[src/rtl/upcc_ctrl_if.sv]
// Request/grant bundle between the requesting control logic and upcc_ctrl.
// The controller takes the slave modport; the requester side takes master.
interface upcc_ctrl_if #(
    parameter int unsigned STEPW = 4
);
    logic [1:0]       inreq;
    logic [1:0]       inup;
    logic [STEPW-1:0] insteps0;
    logic [STEPW-1:0] insteps1;
    logic [1:0]       outgnt;
    logic [1:0]       outdone;
    logic [1:0]       outea;
    logic             outbusy;

    modport master (
        output inreq, inup, insteps0, insteps1,
        input  outgnt, outdone, outea, outbusy
    );

    modport slave (
        input  inreq, inup, insteps0, insteps1,
        output outgnt, outdone, outea, outbusy
    );
endinterface

[src/rtl/upcc_ctrl.sv]
// Round-robin sequencer owning the 2-bit up/down counter state register.
// A granted requester gets its latched step count applied one step per clock.
module upcc_ctrl #(
    parameter int unsigned STEPW = 4
) (
    input  logic         inclk,
    input  logic         inrst_n,
    upcc_ctrl_if.slave   bus
);
    typedef enum logic [1:0] {StIdle, StRun, StDone} state_e;

    state_e           state_q, state_d;
    logic [1:0]       ea_q, ea_d;
    logic [1:0]       gnt_q, gnt_d;
    logic [STEPW-1:0] rem_q, rem_d;
    logic             up_q, up_d;
    logic             lp_q, lp_d;
    logic             win;

    // On contention the requester that was not served last wins.
    always_comb begin
        if (bus.inreq == 2'b11) begin
            win = ~lp_q;
        end else begin
            win = bus.inreq[1];
        end
    end

    always_comb begin
        state_d = state_q;
        ea_d    = ea_q;
        gnt_d   = gnt_q;
        rem_d   = rem_q;
        up_d    = up_q;
        lp_d    = lp_q;
        case (state_q)
            StIdle: begin
                if (|bus.inreq) begin
                    gnt_d   = win ? 2'b10 : 2'b01;
                    up_d    = bus.inup[win];
                    rem_d   = win ? bus.insteps1 : bus.insteps0;
                    state_d = (rem_d != '0) ? StRun : StDone;
                end
            end
            StRun: begin
                ea_d  = up_q ? ea_q + 2'd1 : ea_q - 2'd1;
                rem_d = rem_q - STEPW'(1);
                if (rem_q == STEPW'(1)) begin
                    state_d = StDone;
                end
            end
            StDone: begin
                lp_d    = gnt_q[1];
                gnt_d   = '0;
                state_d = StIdle;
            end
            default: begin
                state_d = StIdle;
            end
        endcase
    end

    always_ff @(posedge inclk or negedge inrst_n) begin
        if (!inrst_n) begin
            state_q <= StIdle;
            ea_q    <= '0;
            gnt_q   <= '0;
            rem_q   <= '0;
            up_q    <= 1'b0;
            lp_q    <= 1'b1;
        end else begin
            state_q <= state_d;
            ea_q    <= ea_d;
            gnt_q   <= gnt_d;
            rem_q   <= rem_d;
            up_q    <= up_d;
            lp_q    <= lp_d;
        end
    end

    assign bus.outgnt  = gnt_q;
    assign bus.outdone = (state_q == StDone) ? gnt_q : 2'b00;
    assign bus.outea   = ea_q;
    assign bus.outbusy = (state_q != StIdle);
endmodule
[src/flat_wrapper.sv]
// flat-port wrapper written by rule: the top's interface ports become plain ports
module upcc_ctrl_flat 
#(
    parameter int unsigned STEPW = 4
)
  (inclk, inrst_n, bus_inreq, bus_inup, bus_insteps0, bus_insteps1, bus_outgnt, bus_outdone, bus_outea, bus_outbusy);
  upcc_ctrl_if #(.STEPW(STEPW)) bus_i ();
  input  logic inclk;
  input  logic inrst_n;
  input wire logic [$bits(bus_i.inreq)-1:0] bus_inreq;
  input wire logic [$bits(bus_i.inup)-1:0] bus_inup;
  input wire logic [$bits(bus_i.insteps0)-1:0] bus_insteps0;
  input wire logic [$bits(bus_i.insteps1)-1:0] bus_insteps1;
  output wire logic [$bits(bus_i.outgnt)-1:0] bus_outgnt;
  output wire logic [$bits(bus_i.outdone)-1:0] bus_outdone;
  output wire logic [$bits(bus_i.outea)-1:0] bus_outea;
  output wire logic [$bits(bus_i.outbusy)-1:0] bus_outbusy;
  assign bus_i.inreq = bus_inreq;
  assign bus_i.inup = bus_inup;
  assign bus_i.insteps0 = bus_insteps0;
  assign bus_i.insteps1 = bus_insteps1;
  assign bus_outgnt = bus_i.outgnt;
  assign bus_outdone = bus_i.outdone;
  assign bus_outea = bus_i.outea;
  assign bus_outbusy = bus_i.outbusy;
  upcc_ctrl #(.STEPW(STEPW)) u_core (.inclk(inclk), .inrst_n(inrst_n), .bus(bus_i));
endmodule
[config.mk]
export PLATFORM = sky130hd
export DESIGN_NAME = upcc_ctrl_flat
export DESIGN_NICKNAME = d
export VERILOG_FILES = /design/src/rtl/upcc_ctrl_if.sv /design/src/rtl/upcc_ctrl.sv /design/src/flat_wrapper.sv
export SDC_FILE = /design/constraint.sdc
export NUM_CORES = 1
export LEC_CHECK = 0
export BUFFER_PORTS_ARGS = -buffer_cell sky130_fd_sc_hd__buf_2
export CAP_MARGIN = 20
export CELL_PAD_IN_SITES_DETAIL_PLACEMENT = 1
export CELL_PAD_IN_SITES_GLOBAL_PLACEMENT = 1
export CORE_MARGIN = 1.5
export CORE_UTILIZATION = 40
export CTS_BUF_LIST = sky130_fd_sc_hd__clkbuf_16
export CTS_CLUSTER_DIAMETER = 40
export DETAILED_ROUTE_END_ITERATION = 7
export GPL_ROUTABILITY_DRIVEN = 1
export PLACE_DENSITY = 0.85
export SYNTH_ARGS = -nofsm -noshare
export SYNTH_HDL_FRONTEND = slang
export SYNTH_SLANG_ARGS = --single-unit
export TNS_END_PERCENT = 20
[constraint.sdc]
create_clock -name inclk -period 1.87 [get_ports inclk]
set_input_delay 0.2805 -clock inclk [delete_from_list [all_inputs] [get_ports inclk]]
set_output_delay 0.2805 -clock inclk [all_outputs]
set_load 0.05 [all_outputs]
==> out/qor.yml <==
final_layout_size_suffix_gt1_share_pct: 33.3
initial_core_util_pct: 42.1
clockBufferDepth: 2
critPathBufInv: 2
diodes: 0
synth_top_area_share_pct: 38.7
grt_first_pass_wirelength_mm: 2.99
fin_skew_ns: 0.00414
drv_cap: 0
fin_setup_tns_ns: 0
grt_pass1_vias: 632
slowest_delay_ns: 0.47
cts_tree: "done"
layout_commonest_cell: "buf_2"
holdCritStartpoint: "bus_inup[1]"
crit_required_ns: 1.59
path_delay_family: "flip-flops"
route.detailed.drc: 0
cp.arrival_ns: 1.38
hold_ws_ns: 0.282
cts-htree-levels: 1
critPathLaunch: "u_core.state_q[0]$_DFFE_PN0P_"
p_leak_uw: 0.000422
cp_cell_sequence: "nor2_1 -> inv_2 -> buf_2"
yosysWarningCount: 0
ctsResizeCount: 0
r2r_start: "u_core.state_q[0]$_DFFE_PN0P_"
cts_setup_buffers: 0
first_pass_iters: 4
end_kind: "output port"
viasPerCell: 5.71
timing.fmax_ghz: 0.604
rsz0062_at_grt: "no"
synth_cells: 69
ir_drop_uv: 960
antenna_found_initial: 0
synth_top_area_cell: "dfrtp_1"
clockRootBuffer: "clkbuf_16"
p_per_area_nw_per_um2: 1930
area_growth_syn_to_layout_pct: 27.4
clkLatencyLatePin_ns: 0.24
p_total_uw: 1750
slowest_stage: "dfrtp_1"
place_hpwl_mm: 1.34
grtUsageTotal_pct: 21.4
final-setup-viol-count: 0
avgSynthCellArea_sq_um: 10.3
cts_buffers: 3
wirelength_mm: 1.81
grt_max_degree: 13
synth_area_sq_um: 712
clock_sink_count: 12
nNetsFinal: 110
cp_max_fo: 9
status: "finished clean"
hp-class: "in -> reg"
hold_viol_final: 0
crit_type: "reg -> out"
clk_pin_slew_ns: 0.05
seq_area_frac_synth_pct: 42.4
startpoint_type: "flip-flop"
timing.slew.headroom_pct: 65.3
die_area_sq_um: 2040
rows: 15
min_period_over_period_pct: 88.6
worst_pin_slew_ns: 0.519
fin_util_pct: 53.7
drtIter0Drc: 5
synth_fp_nets: 85
ios: 21
die_w_um: 45.2
yosys-top-cells-area: "dfrtp_1 (39%), mux2i_1 (9.8%), o211ai_1 (6.3%)"
fp.coreArea_sq_um: 1690
final_cell_mix: "buf_2 (20), dfrtp_1 (11), mux2i_1 (7), nor2_1 (6), o211ai_1 (6)"
ant_nets: 0
port-buffer-count: 20
die_h_um: 45.2
slew_viol_final: 0
globalRouteOverflowTotal: 0
gp_congestion: 0.801
wl_per_cell_um: 16.4
synth_seq_cells: 12
finalCriticalPeriod_ns: 1.66
num_vias: 628
ys_types: 30
flip-flops by register name (all words and copies together) (netlist names):
name and count:
u_core.bus.outgnt 2, u_core.state_q 2, u_core.up_q 1, u_core.rem_q 4, u_core.lp_q 1, u_core.bus.outea 2
metrics by stage:
stage	setup WS (ns)	std cells	instance area [sq um]
final	0.213	110	907
after global routing	0.102	110	907
after CTS	0.190	110	907
after detailed placement	0.474	105	818
after global placement	0.530	105	818
after floorplan	0.462	69	712
cell type report:
cell class / count / area, sq um
multi-input combinational: 49 / 365
clock buffer: 3 / 75.1
tap: 17 / 21.3
clock inverter: 1 / 3.75
inverter: 6 / 22.5
sequential: 12 / 302
timing repair buffer: 22 / 118
fill: 198 / 782
path summary, 6_finish.rpt:
path	to	slack (ns)	cells past startpoint
setup / recovery	bus_outbusy	0.21	3
hold / removal	u_core.up_q$_DFFE_PN0P_	0.28	3
setup reg to reg	u_core.rem_q[2]$_DFFE_PN0P_	0.51	4
hold reg to reg	u_core.bus.outea[1]$_DFFE_PN0P_	0.46	1
max in group asynchronous	u_core.lp_q$_DFFE_PN1P_	1.15	2
min in group asynchronous	u_core.rem_q[2]$_DFFE_PN0P_	0.44	2
power by group:
part	internal (uW)	switching [uW]	total, uW
Clock	282	116	398
Combinational	296	524	821
Sequential	403	131	534
Total	981	772	1750
cells by family (layout without fill, tap and decap cells):
| group | after synthesis | count (layout) | share of synthesized area (%) |
|---|---|---|---|
| fa+ha+maj | 2 | 2 | 3.51 |
| xor+xnor | 3 | 3 | 3.69 |
| buf+inv | 8 | 32 | 6.33 |
| mux | 8 | 8 | 11.4 |
| compound gates | 17 | 17 | 17.9 |
| simple gates | 19 | 19 | 14.8 |
| flops | 12 | 12 | 42.4 |
Yosys cell counts, drive strengths merged:
| master | count |
|---|---|
| a21boi | 1 |
| a21oi | 1 |
| a32o | 1 |
| and2 | 2 |
| and3b | 1 |
| buf | 2 |
| dfrtp | 11 |
| dfstp | 1 |
| ha | 2 |
| inv | 6 |
| mux2 | 1 |
| mux2i | 7 |
| nand2 | 1 |
| nand2b | 2 |
| nand3 | 2 |
| nor2 | 6 |
| nor3 | 1 |
| nor3b | 1 |
| nor4 | 2 |
| o211ai | 6 |
| o21ai | 4 |
| o221ai | 2 |
| o22ai | 1 |
| o311ai | 1 |
| or3 | 1 |
| xnor2 | 1 |
| xor2 | 2 |
per-layer routing:
metal  vias up  global-route usage, %  part of all wire [%]
met2        18                   34.0                    50
met3         4                   3.60                   2.5
li1        303                      -                     -
met5         -                      0                     0
met4         0                   12.4                   1.9
met1       303                   27.3                    46
worst min-delay path, delay by kind of cell:
family / cells / cell delay, ns
buffers and inverters: 1 / 0.08
and+or+nand+nor: 1 / 0.05
AOI/OAI and AO/OA: 1 / 0.07
repair_timing:
action / in CTS / in global routing
setup endpoints to repair: 0 / 0
endpoints found under the hold margin: 11 / 0
hold buffers: 1 / 0
Note: power is estimated with default switching activity, not from simulation.
